File: config.mk
export PLATFORM = sky130hd
export DESIGN_NAME = lsu2ahb
export DESIGN_NICKNAME = d
export VERILOG_FILES = /design/src/rtl/ahb_pkg.sv /design/src/rtl/ahb_wdt.sv /design/src/rtl/lsu2ahb.sv
export SDC_FILE = /design/constraint.sdc
export NUM_CORES = 1
export LEC_CHECK = 0
export ABC_AREA = 1
export CORE_MARGIN = 1
export CORE_UTILIZATION = 38
export DETAILED_ROUTE_END_ITERATION = 8
export GPL_ROUTABILITY_DRIVEN = 0
export PLACE_DENSITY = 0.67
export SYNTH_ARGS = -nofsm -noshare
export SYNTH_HDL_FRONTEND = slang
export SYNTH_SLANG_ARGS = --single-unit
export TNS_END_PERCENT = 30
File: constraint.sdc
create_clock -name clk -period 1.46 [get_ports clk]
set_input_delay 0.292 -clock clk [delete_from_list [all_inputs] [get_ports clk]]
set_output_delay 0.292 -clock clk [all_outputs]
set_load 0.02 [all_outputs]
File: src/rtl/ahb_pkg.sv
// Shared definitions for the LSU-to-AHB bridge.
//   - bus widths (32-bit address and data)
//   - FSM state encoding
//   - RWTYP field position inside haddr (bits 29:27)
//   - address window: only addr[31:16] == 0 is reachable over AHB
//   - rwtyp access-size encodings
package ahb_pkg;

  localparam int AHB_ADDR_WIDTH = 32;
  localparam int AHB_DATA_WIDTH = 32;

  typedef enum logic [2:0] {
    S_IDLE,
    S_ISSUE,
    S_WAIT,
    S_WDATA,
    S_RESP
  } state_t;

  localparam int RWTYP_MSB = 29;
  localparam int RWTYP_LSB = 27;

  // Any bit set under this mask puts the address outside the bus window.
  localparam logic [AHB_ADDR_WIDTH-1:0] WIN_MASK = 32'hFFFF_0000;

  localparam logic [2:0] RW_BYTE = 3'b000;
  localparam logic [2:0] RW_HALF = 3'b001;
  localparam logic [2:0] RW_WORD = 3'b010;

  function automatic logic in_window(input logic [AHB_ADDR_WIDTH-1:0] addr);
    return (addr & WIN_MASK) == '0;
  endfunction

  // haddr = {2'b0, rwtyp, 11'b0, addr[15:0]}
  function automatic logic [AHB_ADDR_WIDTH-1:0] make_haddr(input logic [2:0]  rwtyp,
                                                           input logic [15:0] addr);
    logic [AHB_ADDR_WIDTH-1:0] a;
    a                     = '0;
    a[RWTYP_MSB:RWTYP_LSB] = rwtyp;
    a[15:0]               = addr;
    return a;
  endfunction

endpackage

File: src/rtl/ahb_wdt.sv
// WAIT-state watchdog for lsu2ahb.
//   clk, rstn : clock, async active-low reset
//   clr       : zero the count (asserted on the cycle before WAIT is entered)
//   en        : one stalled WAIT cycle (WAIT && !hready)
//   expired   : high during the TIMEOUT_CYCLES-th stalled cycle, so the FSM
//               leaves WAIT on the edge that closes that cycle
module ahb_wdt #(
  parameter int unsigned TIMEOUT_CYCLES = 16
) (
  input  logic clk,
  input  logic rstn,
  input  logic clr,
  input  logic en,
  output logic expired
);

  localparam int CW = $clog2(TIMEOUT_CYCLES + 1);

  logic [CW-1:0] cnt;

  always_ff @(posedge clk or negedge rstn) begin
    if (!rstn)    cnt <= '0;
    else if (clr) cnt <= '0;
    else if (en)  cnt <= cnt + 1'b1;
  end

  assign expired = en && (cnt == CW'(TIMEOUT_CYCLES - 1));

endmodule

File: src/rtl/lsu2ahb.sv
// LSU request -> single AHB transfer bridge, one transaction in flight.
//   req_*   : valid/ready request (we, rwtyp, addr, wdata), accepted in IDLE
//   resp_*  : one-cycle resp_valid with err flag and read data (held)
//   h*      : AHB master side; hsel pulses one cycle per transfer, hresp ignored
// Flow: IDLE -> ISSUE -> WAIT (until hready) -> WDATA -> RESP -> IDLE.
// Out-of-window addresses go straight IDLE -> RESP with resp_err.
// Optional: define LSU2AHB_TIMEOUT_EN to bound WAIT to TIMEOUT_CYCLES stalled
// cycles (ahb_wdt); otherwise WAIT waits for hready forever.
module lsu2ahb
  import ahb_pkg::*;
#(
  parameter int unsigned TIMEOUT_CYCLES = 16
) (
  input  logic                      clk,
  input  logic                      rstn,
  input  logic                      req_valid,
  output logic                      req_ready,
  input  logic                      req_we,
  input  logic [2:0]                req_rwtyp,
  input  logic [AHB_ADDR_WIDTH-1:0] req_addr,
  input  logic [AHB_DATA_WIDTH-1:0] req_wdata,
  output logic                      resp_valid,
  output logic                      resp_err,
  output logic [AHB_DATA_WIDTH-1:0] resp_rdata,
  output logic                      hsel,
  output logic                      hwrite,
  output logic [AHB_ADDR_WIDTH-1:0] haddr,
  output logic [AHB_DATA_WIDTH-1:0] hwdata,
  input  logic                      hready,
  input  logic                      hresp,
  input  logic [AHB_DATA_WIDTH-1:0] hrdata
);

  state_t                    state, nxt;
  logic                      lat_we;
  logic [2:0]                lat_rwtyp;
  logic [15:0]               lat_addr;
  logic [AHB_DATA_WIDTH-1:0] lat_wdata;
  logic [AHB_DATA_WIDTH-1:0] rd_cap;
  logic                      accept;
  logic                      timeout;
  logic                      unused_ok;

  assign accept = req_valid && (state == S_IDLE);

`ifdef LSU2AHB_TIMEOUT_EN
  logic wdt_clr, wdt_en;
  assign wdt_clr = (state == S_ISSUE);
  assign wdt_en  = (state == S_WAIT) && !hready;

  ahb_wdt #(.TIMEOUT_CYCLES(TIMEOUT_CYCLES)) u_wdt (
    .clk     (clk),
    .rstn    (rstn),
    .clr     (wdt_clr),
    .en      (wdt_en),
    .expired (timeout)
  );
  assign unused_ok = hresp;
`else
  assign timeout   = 1'b0;
  assign unused_ok = ^{hresp, TIMEOUT_CYCLES};
`endif

  // Reads also pass through the WDATA slot (driving zero) so that reads and
  // writes complete with the same latency.
  always_comb begin
    nxt = state;
    case (state)
      S_IDLE:  if (accept) nxt = in_window(req_addr) ? S_ISSUE : S_RESP;
      S_ISSUE: nxt = S_WAIT;
      S_WAIT:  if (hready)       nxt = S_WDATA;
               else if (timeout) nxt = S_RESP;
      S_WDATA: nxt = S_RESP;
      S_RESP:  nxt = S_IDLE;
      default: nxt = S_IDLE;
    endcase
  end

  always_ff @(posedge clk or negedge rstn) begin
    if (!rstn) begin
      state      <= S_IDLE;
      lat_we     <= 1'b0;
      lat_rwtyp  <= '0;
      lat_addr   <= '0;
      lat_wdata  <= '0;
      rd_cap     <= '0;
      resp_err   <= 1'b0;
      resp_rdata <= '0;
    end else begin
      state <= nxt;
      if (accept) begin
        lat_we    <= req_we;
        lat_rwtyp <= req_rwtyp;
        lat_addr  <= req_addr[15:0];
        lat_wdata <= req_wdata;
      end
      if (state == S_WAIT && hready && !lat_we) rd_cap <= hrdata;
      // Response fields change only on entry to RESP and hold until the next one.
      if (accept && !in_window(req_addr)) begin
        resp_err   <= 1'b1;
        resp_rdata <= '0;
      end else if (state == S_WAIT && timeout) begin
        resp_err   <= 1'b1;
        resp_rdata <= '0;
      end else if (state == S_WDATA) begin
        resp_err   <= 1'b0;
        resp_rdata <= lat_we ? '0 : rd_cap;
      end
    end
  end

  // Bus outputs decode straight from state so async reset clears them at once.
  logic bus_act;
  assign bus_act    = (state == S_ISSUE) || (state == S_WAIT) || (state == S_WDATA);
  assign req_ready  = (state == S_IDLE);
  assign hsel       = (state == S_ISSUE);
  assign hwrite     = bus_act && lat_we;
  assign haddr      = bus_act ? make_haddr(lat_rwtyp, lat_addr) : '0;
  assign hwdata     = (state == S_WDATA && lat_we) ? lat_wdata : '0;
  assign resp_valid = (state == S_RESP);

endmodule

# Word-level counts from Yosys, hierarchy flattened
# Index checks and enable logic that the tools add are counted.
[word_totals] input_bits=105 word_cells=39 reg_bits=120 output_inout_bits=101
[op_classes] eq_ne=6 n_mux=11 reduce_logical=14
[op_table] operator="2-to-1 mux 32 bit" n=4
[op_table] operator="zero test 32 bit" n=1
[op_table] operator="2-to-1 mux 30 bit" n=1
[op_table] operator="case mux 3 bit (4 select lines)" n=1
[op_table] operator="2-to-1 mux 3 bit" n=3
[op_table] operator="== test 3 x 2 -> 1 bit (second input constant)" n=2
[op_table] operator="logical AND 1 bit" n=6
[op_table] operator="== test 3 x 1 -> 1 bit (second input constant)" n=1
[op_table] operator="== test 3 bit (second input constant)" n=1
[op_table] operator="zero test 3 bit" n=1
[op_table] operator="zero test 1 bit" n=2
[op_table] operator="logical OR 1 bit" n=2
[op_table] operator="2-to-1 mux 1 bit" n=2
[op_table] operator="!= test 2 x 1 -> 1 bit (second input constant)" n=1
[op_table] operator="!= test 2 bit (second input constant)" n=1
[op_table] operator="AND reduction 2 bit" n=1
[op_table] operator="nonzero test 2 bit" n=1

# Logic depth before layout (Yosys ltp)
[depth] depth_word=4 depth_mapped=7 mapped_depth_nobuf=6

# Worst setup path before layout
# No wires, ideal clock.
[synth_path] kind="flip-flop to output port" startpoint="register state[2]" endpoint="output port hwdata[10]" slack_ns=-0.055 path_buffers=1 stages_incl_launch_ff=7 t_required_ns=1.168 arrival_time_ns=1.223 path_cell_list="dfrtp_1 > inv_2 > nand3_2 > inv_2 > nand2_1 > buf_2 > nor2_1"
[synth_via] elab_chain_cells=3
[synth_rtl] element="from (decl)" line="lsu2ahb.sv:34" source="state_t state, nxt;"
[synth_rtl] element="from (signal assigned)" line="lsu2ahb.sv:90" source="state <= nxt;"
[synth_rtl] element="== test 3 x 2 -> 1 bit" line="lsu2ahb.sv:119" source="assign hwdata = (state == S_WDATA && lat_we) ? lat_wdata : '0;"
[synth_rtl] element="logical AND 1 bit" line="lsu2ahb.sv:119"
[synth_rtl] element="2-to-1 mux 32 bit" line="lsu2ahb.sv:119"
[synth_rtl] element="to (decl)" line="lsu2ahb.sv:28" source="output logic [AHB_DATA_WIDTH-1:0] hwdata,"
# Every way passes these cells.

# Worst setup path in the final report
[layout_path] startpoint="register state[2]" endpoint="output port hwdata[8]"
# The elaborated chain is that of the path after synthesis.

==> impl_metrics.tcl <==
set metrics [dict create \
    status "complete, but fails checks" \
    violations "negative setup slack" \
    critPathRequiredTime_ns 1.17 \
    synthAdderAreaFrac_pct 0 \
    critical_path.cell_chain "inv_2 > nand3_2 > inv_2 > nand2_4 > clkbuf_16 > nor2_2 > buf_6" \
    slew_viol_final 0 \
    muxShareOfSynthArea_pct 0 \
    startpoint "state[2]" \
    hpwl_um 9470 \
    rows 43 \
    coreArea_um2 13800 \
    syn-cell-area_um2 5370 \
    ys.warnings.count 0 \
    cts_max_level 4 \
    antenna_found_initial 0 \
    power.total_uw 8540 \
    fmax_ghz 0.537 \
    setup_violations 92 \
    n_antenna_cell 0 \
    crit_path_end_kind "primary output" \
    r2r_start "state[1]" \
    critPathKind "flip-flop to primary output" \
    path_common_cell "inv_2" \
    ir_drop_mv 0.609 \
    fin_skew_ns 0.00580 \
    clkTransAtPathRegs_ns 0.05 \
    drtIter0Drc 228 \
    via_per_inst 4.66 \
    start_kind "flip-flop" \
    synth-simple-area-share_pct 15.1 \
    start_util_pct 38.8 \
    vias 4810 \
    hold_slack_ns 0.311 \
    io_buffers 191 \
    min_path_type "input pin to async pin" \
    ys_seq_elements 120 \
    grt_usage_pct 19.7 \
    final.min_clock_period_ns 1.86 \
    power.density_nw_per_um2 1010 \
    routedWlPerCell_um 13.9 \
    critPathBufInv 4 \
    synthCells 634 \
    syn2layout_area_growth_pct 58.3 \
    layout_setup_ws_ns -0.401 \
    fp.dieW_um 121 \
    firstDrtPassIters 5 \
    global_route.overflow_total 0 \
    drive_gt1_share_pct 22.7 \
    root_buffer "clkbuf_16" \
    numCtsBuffers 17 \
    synth_compound_area_share_pct 16.2 \
    nNetsFinal 945 \
    crit_family "buffers and inverters" \
    finalHoldViolCount 0 \
    drt-total-wl_um 14400 \
    max_stage_delay_ns 0.37 \
    grt_max_degree 77 \
    ant_nets 0 \
    die_area_um2 14600 \
    p_leak_uw 0.00409 \
    insertion_delay_ns 0.41 \
    cts.path.max_buffers 2 \
    cts_sinks 120 \
    syn_area_per_cell_um2 8.46 \
    cts_tree "built" \
    cp_max_fo 8 \
    grt_pass1_wl_um 22200 \
    cap_violations 0 \
    synth_top_family_by_area "compound AO/OA/AOI/OAI gates" \
    die_y_um 121 \
    pin_count 206 \
    first_global_vias 4571 \
    post-route-period-util_pct 127 \
    ys_seq_area_share_pct 56.0 \
    yosys.area_share.xor_xnor_pct 0 \
    synth.distinct_cells 21 \
    rsz0062_at_grt "yes" \
    cp_slowest_cell "dfrtp_1" \
    post-route-drc-count 0 \
    crit_arrival_ns 1.57 \
]
==> cells by family (layout without fill, tap and decap cells) <==
family / Yosys count / after routing
AND/OR/NAND/NOR: 207 / 207
other: 1 / 13
buffers and inverters: 143 / 350
flip-flops: 120 / 120
AO/OA/AOI/OAI: 163 / 163
==> per-stage QoR <==
step           instance area (µm²)  cells  utilization, %  setup WS, ns  setup TNS, ns
2_1_floorplan                 5410    646               -       -0.0550          -1.65
3_3_place_gp                  7510    989            54.3        -0.372         -25.96
3_5_place_dp                  7510    989            54.3        -0.428         -30.82
4_1_cts                       7950   1023            57.5        -0.370         -19.31
5_1_grt                       8490   1033            61.4        -0.492         -33.34
6_report                      8490   1033            61.4        -0.401         -19.08
==> layout make-up <==
class | count | area [µm²]
Fill cell | 1193 | 5330
Sequential cell | 120 | 3000
Timing Repair Buffer | 226 | 2330
Multi-Input combinational cell | 383 | 2020
Clock buffer | 24 | 482
Inverter | 92 | 345
Tap cell | 180 | 225
Clock inverter | 8 | 95.1
==> final timing paths <==
check | endpoint | slack, ns | depth (start not counted)
worst max-delay path | hwdata[8] | -0.40 | 7
min in group clk | rd_cap[10] | 0.42 | 3
max in group asynchronous | lat_wdata[6] | 0.56 | 3
worst max register to register | lat_wdata[2] | -0.06 | 7
worst min register to register | resp_err | 0.48 | 2
worst min-delay path | resp_rdata[10] | 0.31 | 2
==> state kept, by name (all words and copies together) (netlist names) <==
register    cells
lat_addr       16
resp_err        1
rd_cap         32
lat_we          1
state           3
resp_rdata     32
lat_wdata      32
lat_rwtyp       3
==> layer usage <==
| metal | track usage (%) | routed length, µm |
|---|---|---|
| met3 | 4.53 | 678 |
| met4 | 8.26 | 282 |
| met2 | 33.1 | 7280 |
| met5 | 0 | 0 |
| met1 | 24.2 | 6170 |
==> power by group <==
group | switching, µW | internal, µW
registers | 55.6 | 3520
clock network | 1390 | 2630
logic | 524 | 422
==> Yosys cell counts (all sizes together) <==
master,n,share of area (%)
a21boi,20,2.8
a21oi,25,2.3
buf,45,5.8
clkbuf,6,0.42
conb,1,0.070
dfrtp,120,56
inv,92,6.4
nand2,125,8.8
nand3,4,0.79
nor2,78,5.6
o21ai,117,11
o22ai,1,0.12
==> worst register-to-register path: cells and delay by family (launching register included) <==
kind	cells	cell delay [ns]
buffers and inverters	2	0.44
AOI/OAI and AO/OA	1	0.10
and+or+nand+nor	4	0.49
DFF	1	0.41
==> repair_timing <==
item                                    CTS  global route
cloned                                    1             5
buffers inserted                          0             5
hold buffers                              1             0
endpoints found under the setup margin  127           147
endpoints found under the hold margin    15             0
resized for setup                       313           125
pin swaps                                 2             0
==> layout by cell type (no fill, tap or decap), types with 2 or more instances in the layout <==
cell	synthesis	layout
inv_2	4	6
inv_1	88	86
bufinv_16	0	2
clkdlybuf4s50_1	0	102
nor2_1	76	24
clkbuf_8	0	3
clkdlybuf4s15_1	0	4
buf_12	0	10
o21ai_1	72	71
clkinvlp_4	0	2
a21boi_1	15	20
nor2_2	2	33
clkbuf_1	6	4
conb_1	1	13
buf_4	22	39
clkinv_2	0	4
nand3_2	2	2
nor2_4	0	21
nand2_2	1	8
buf_2	18	3
dfrtp_1	120	120
a21oi_1	25	25
nand2_1	124	114
o21ai_0	45	45
dlygate4sd2_1	0	28
clkbuf_16	0	21
nand2_4	0	2
buf_6	5	33
No activity file was read; power rests on OpenSTA's default activity.
==> patch 1 (same settings) <==
Build with the macro `LSU2AHB_TIMEOUT_EN` defined.
--- a/src/rtl/lsu2ahb.sv
+++ b/src/rtl/lsu2ahb.sv
@@ -7,4 +7,6 @@
 // Optional: define LSU2AHB_TIMEOUT_EN to bound WAIT to TIMEOUT_CYCLES stalled
 // cycles (ahb_wdt); otherwise WAIT waits for hready forever.
+`define LSU2AHB_TIMEOUT_EN
+
 module lsu2ahb
   import ahb_pkg::*;
Behaviour: same outputs for any inputs over 10 cycles, from zero or initial values and one cycle with rstn low; that may be too few to reach the edited logic, so the function may still have changed.
==> patch 1 against the original RTL <==
Worst hold slack got worse by 0.015 ns; area after synthesis rose by 5.9%; sequential power grew 4%; setup slack better by 0.039 ns; the run still ends with negative setup slack left; sequential cell count grew 5; combinational power up 5.5%; critical path type unchanged; first-iteration DRC count rose by 22%; final area is 3.5% higher; power increased by 4.2%; largest cell class unchanged; register-to-register slack improved by 0.07 ns; routed wire length up 0.33%.
==> patch 1: results <==
{
  "n_fill_cell": 1312,
  "portBuffers": 191,
  "insertedDiodeCount": 0,
  "fin_ws_ns": -0.3620,
  "met3_usage": 0.06100,
  "antenna_found_initial": 0,
  "clk_pin_slew_ns": 0.05,
  "grt.total_usage": 0.1907,
  "cts_root_buffer": "clkbuf_16",
  "grt_use_met2": 0.2902,
  "final_net_count": 1030,
  "clockBufferDepth": 2,
  "h-tree-depth": 4,
  "synth_seq_area_share": 0.5503,
  "wl_um": 14450,
  "yosys_warnings": 0,
  "drt_first_iter_violations": 279,
  "drive_gt1_frac": 0.1927,
  "grt_max_degree": 65,
  "peakVddDrop_uv": 615.1,
  "p_leak_nw": 4.207,
  "synth_common_cells": "169 x nand2_1, 125 x dfrtp_1, 122 x inv_1",
  "setup_violations": 55,
  "violations": "negative setup slack",
  "finClkSkew_ns": 0.01033,
  "use_met1": 0.2609,
  "synth_top_cells_by_area": "dfrtp_1 55%, nand2_1 11%, inv_1 8.1%, nor2_1 6.5%, o21ai_0 6.2%",
  "dp_hpwl_um": 9760,
  "grt_pass1_wl_um": 23180,
  "critical-path-slowest-cell": "dfrtp_1",
  "worstPathMaxFanout": 16,
  "status": "finished with violations",
  "cts_buffers": 17,
  "reg_top3": "lat_wdata: 32 flops, rd_cap: 32 flops, resp_rdata: 32 flops",
  "yosysUniqueCellTypes": 25,
  "grt_pass1_vias": 4541,
  "synth-async-reset-ratio": 1.000,
  "vias": 4970
}
==> patch 1: cell count changes after synthesis, sizes merged, moves of 2 or more <==
cell,delta
ha,+2
buf,-9
a21boi,-20
a21oi,-24
nand3,+8
nor3,+2
nor2,+22
inv,+34
dfrtp,+5
clkbuf,+6
nand2,+46
==> patch 1: what timing repair did <==
item                       in CTS  in global routing
setup endpoints to repair      89                123
hold buffers                    1                  0
hold endpoints to repair       11                  0
cloned                          0                  2
setup buffers                   0                  1
gates resized for setup       315                 98
==> patch 1: logic make-up (layout without fill, tap and decap cells) <==
| group | count (synthesis) | count (layout) | share of synthesized area |
|---|---|---|---|
| compound gates | 119 | 119 | 0.1050 |
| xor+xnor | 1 | 1 | 0.001541 |
| fa+ha+maj | 2 | 2 | 0.004402 |
| buf+inv | 175 | 388 | 0.1376 |
| flops | 125 | 125 | 0.5503 |
| other cells | 1 | 13 | 0.0006597 |
| simple gates | 286 | 286 | 0.2005 |
==> patch 1: final timing paths <==
| path | from | endpoint | slack, ns | cells after the start |
|---|---|---|---|---|
| max | state[2] | hwdata[31] | -0.36 | 6 |
| min | rstn | lat_addr[6] | 0.30 | 2 |
| max reg2reg | u_wdt.cnt[1] | resp_rdata[9] | 0.01 | 8 |
| min reg2reg | rd_cap[10] | rd_cap[10] | 0.48 | 2 |
| max in group asynchronous | rstn | lat_wdata[8] | 0.70 | 3 |
| min in group clk | req_wdata[26] | lat_wdata[26] | 0.42 | 3 |
==> patch 1: layout make-up <==
type / count / share of cell area
flip-flops and latches: 125 / 0.3559
well taps: 184 / 0.02619
clock inverters: 7 / 0.01281
clock buffers: 23 / 0.05438
inverters: 127 / 0.05423
repair buffers: 231 / 0.2678
multi-input cells: 421 / 0.2288
==> patch 1: power breakdown <==
part           switching, mW  internal, mW
logic                  0.532         0.466
registers             0.0486          3.66
clock network           1.40          2.79
total                   1.98          6.91
==> patch 1: per-layer routing <==
layer | vias to the layer above | wire, µm
met3 | 17 | 1004
met1 | 2248 | 6630
met4 | 0 | 154
li1 | 2535 | -
met5 | - | 0
met2 | 170 | 6663
==> patch 1: worst reg2reg max path, stage by stage (launching register included) <==
cell and delay [ns]:
dfrtp_1 0.38, ha_1 0.17, nand2_1 0.05, nor2_1 0.10, ha_2 0.18, nand2_1 0.08, nand2_2 0.10, buf_12 0.19
nor2_1 0.09
==> patch 1: per-stage QoR <==
step           setup slack [ns]  instance area (µm²)  setup TNS, ns  instances
6_report                -0.3620                 8790         -16.80       1118
5_1_grt                 -0.4371                 8790         -24.97       1118
4_1_cts                 -0.3564                 8448         -17.50       1115
3_5_place_dp            -0.3802                 8001         -33.68       1084
3_3_place_gp            -0.3662                 8001         -31.66       1084
2_1_floorplan          -0.04498                 5734         -1.349        721
==> patch 2 (config.mk and constraints unchanged) <==
Made on the original files. Reset style: synchronous (`rstn`), changed in one clocked block. Comments in the files are not updated.
--- a/src/rtl/lsu2ahb.sv
+++ b/src/rtl/lsu2ahb.sv
@@ -77,5 +77,5 @@
   end
 
-  always_ff @(posedge clk or negedge rstn) begin
+  always_ff @(posedge clk) begin
     if (!rstn) begin
       state      <= S_IDLE;
Behaviour: differs if rstn is asserted again (counterexample within 4 cycles, from zero or initial values and one cycle with rstn low); with rstn held inactive, the same outputs for 10 cycles.
==> patch 2 against the original RTL <==
The run still ends with negative setup slack left; sequential cell count stayed put; power fell by 3.7%; die area shrank 9.2%; final area down 6.8%; worst hold slack better by 0.065 ns; routed wire length fell by 6.7%; area after synthesis fell by 9.4%; synthesized cell count decreased by 1.6%; setup slack improved by 0.015 ns; combinational power decreased by 12%; largest cell class unchanged; largest power group unchanged.
==> patch 2: results <==
{
  "status": "finished with violations",
  "violations": "negative setup slack",
  "hold-path-endpoint": "rd_cap[31]",
  "critical-path-slowest-cell": "dfxtp_2",
  "synth-async-reset-ratio": 0,
  "drt_first_iter_violations": 267,
  "drive_gt1_frac": 0.2431,
  "h-tree-depth": 4,
  "start_util": 0.3964,
  "grt_pass1_wl_um": 20670,
  "synthCells": 624,
  "clk_latency_ns": 0.40,
  "cts_buffers": 17,
  "r2r-start": "state[0]",
  "dpl_cell_area_um2": 6999,
  "yosysUniqueCellTypes": 23,
  "placed_cells": 971,
  "synth_top_cells_by_area": "dfxtp_1 49%, o21ai_0 10%, a21oi_1 9.0%, nor2_1 7.5%, inv_1 6.9%",
  "final_net_count": 931,
  "finClkSkew_ns": 0.005650,
  "dp_hpwl_um": 9184,
  "vias": 4724,
  "grt.total_usage": 0.2004,
  "worst-endpoint-arrival_ns": 1.55,
  "timing.hold.ws_ns": 0.3758,
  "antenna_found_initial": 0,
  "tns_ns": -24.40,
  "setup_violations": 139,
  "drv_cap": 0,
  "peakVddDrop_uv": 645.9,
  "synth_seq_area_share": 0.4942,
  "portBuffers": 191,
  "wl_um": 13440,
  "rr_endpoint": "resp_rdata[22]",
  "slowest_delay_ns": 0.34,
  "critical-path-top-delay-family": "simple AND/OR/NAND/NOR gates",
  "ff2ff_setup_slack_ns": -0.23,
  "p_leak_nw": 3.141,
  "cts_root_buffer": "clkbuf_16",
  "tightest_slew_ns": 0.5533,
  "grt_max_degree": 66,
  "hp-class": "input port to flip-flop",
  "worstPathMaxFanout": 9,
  "hold_start": "rstn",
  "slew_viol_final": 0,
  "grt_pass1_vias": 4371,
  "synth-compound-area-share": 0.2450,
  "synthAdderAreaFrac": 0,
  "clk_pin_slew_ns": 0.05,
  "avgRoutedWirePerCell_um": 13.35,
  "pre_cts_slack_ns": -0.4308,
  "reg2reg_depth": 6,
  "drtPass1Iterations": 6,
  "synth_common_cells": "120 x dfxtp_1, 99 x o21ai_0, 97 x nor2_1",
  "fin_ws_ns": -0.3863,
  "hold_depth": 4,
  "muxShareOfSynthArea": 0
}
## patch 2: cell types whose count changed after synthesis, sizes merged, moves of 2 or more
cell	before	now
a21boi	20	0
a21oi	25	87
nor2	78	98
nor3	0	3
dfxtp	0	120
dfrtp	120	0
nand3	4	2
nand2	125	13
clkbuf	6	16
o21ai	117	148
buf	45	41
## patch 2: cell families after synthesis
group | after synthesis
other | 1
AO/OA/AOI/OAI | 237
AND/OR/NAND/NOR | 117
flip-flops | 120
buffers and inverters | 149
## patch 2: power by group
group,internal [mW],switching (mW)
sequential,3.41,0.0338
clock,2.60,1.35
combinational,0.408,0.426
## patch 2: worst max-delay path by stage
stage / start / end / slack (ns) / depth (start not counted)
3_3_place_gp: state[0] / haddr[12] / -0.40 / 7
6_report: state[0] / hwdata[0] / -0.39 / 6
4_1_cts: state[1] / hwdata[0] / -0.42 / 6
2_1_floorplan: state[2] / hwdata[10] / -0.03 / 5
5_1_grt: state[0] / hwdata[0] / -0.47 / 6
3_5_place_dp: state[0] / hwdata[0] / -0.43 / 6
## patch 2: repair_timing
| item | CTS | global route |
|---|---|---|
| cloned | 2 | 0 |
| gates resized for setup | 357 | 102 |
| buffers inserted | 0 | 2 |
| endpoints found under the setup margin | 172 | 150 |
| pin swaps | 2 | 1 |
## patch 2: layout make-up
cell class,instances,area (µm²)
Clock inverter,7,65.06
Inverter,92,347.8
Tap cell,168,210.2
Sequential cell,120,2406
Fill cell,1066,4349
Clock buffer,25,515.5
Timing Repair Buffer,228,2281
Multi-Input combinational cell,367,2087
## patch 2: layer usage
metal / track usage / vias up / wire [µm]
li1: - / 2395 / -
met1: 0.2342 / 2168 / 5605
met2: 0.3398 / 139 / 6748
met3: 0.05271 / 22 / 763
met4: 0.1004 / 0 / 323
met5: 0 / - / 0
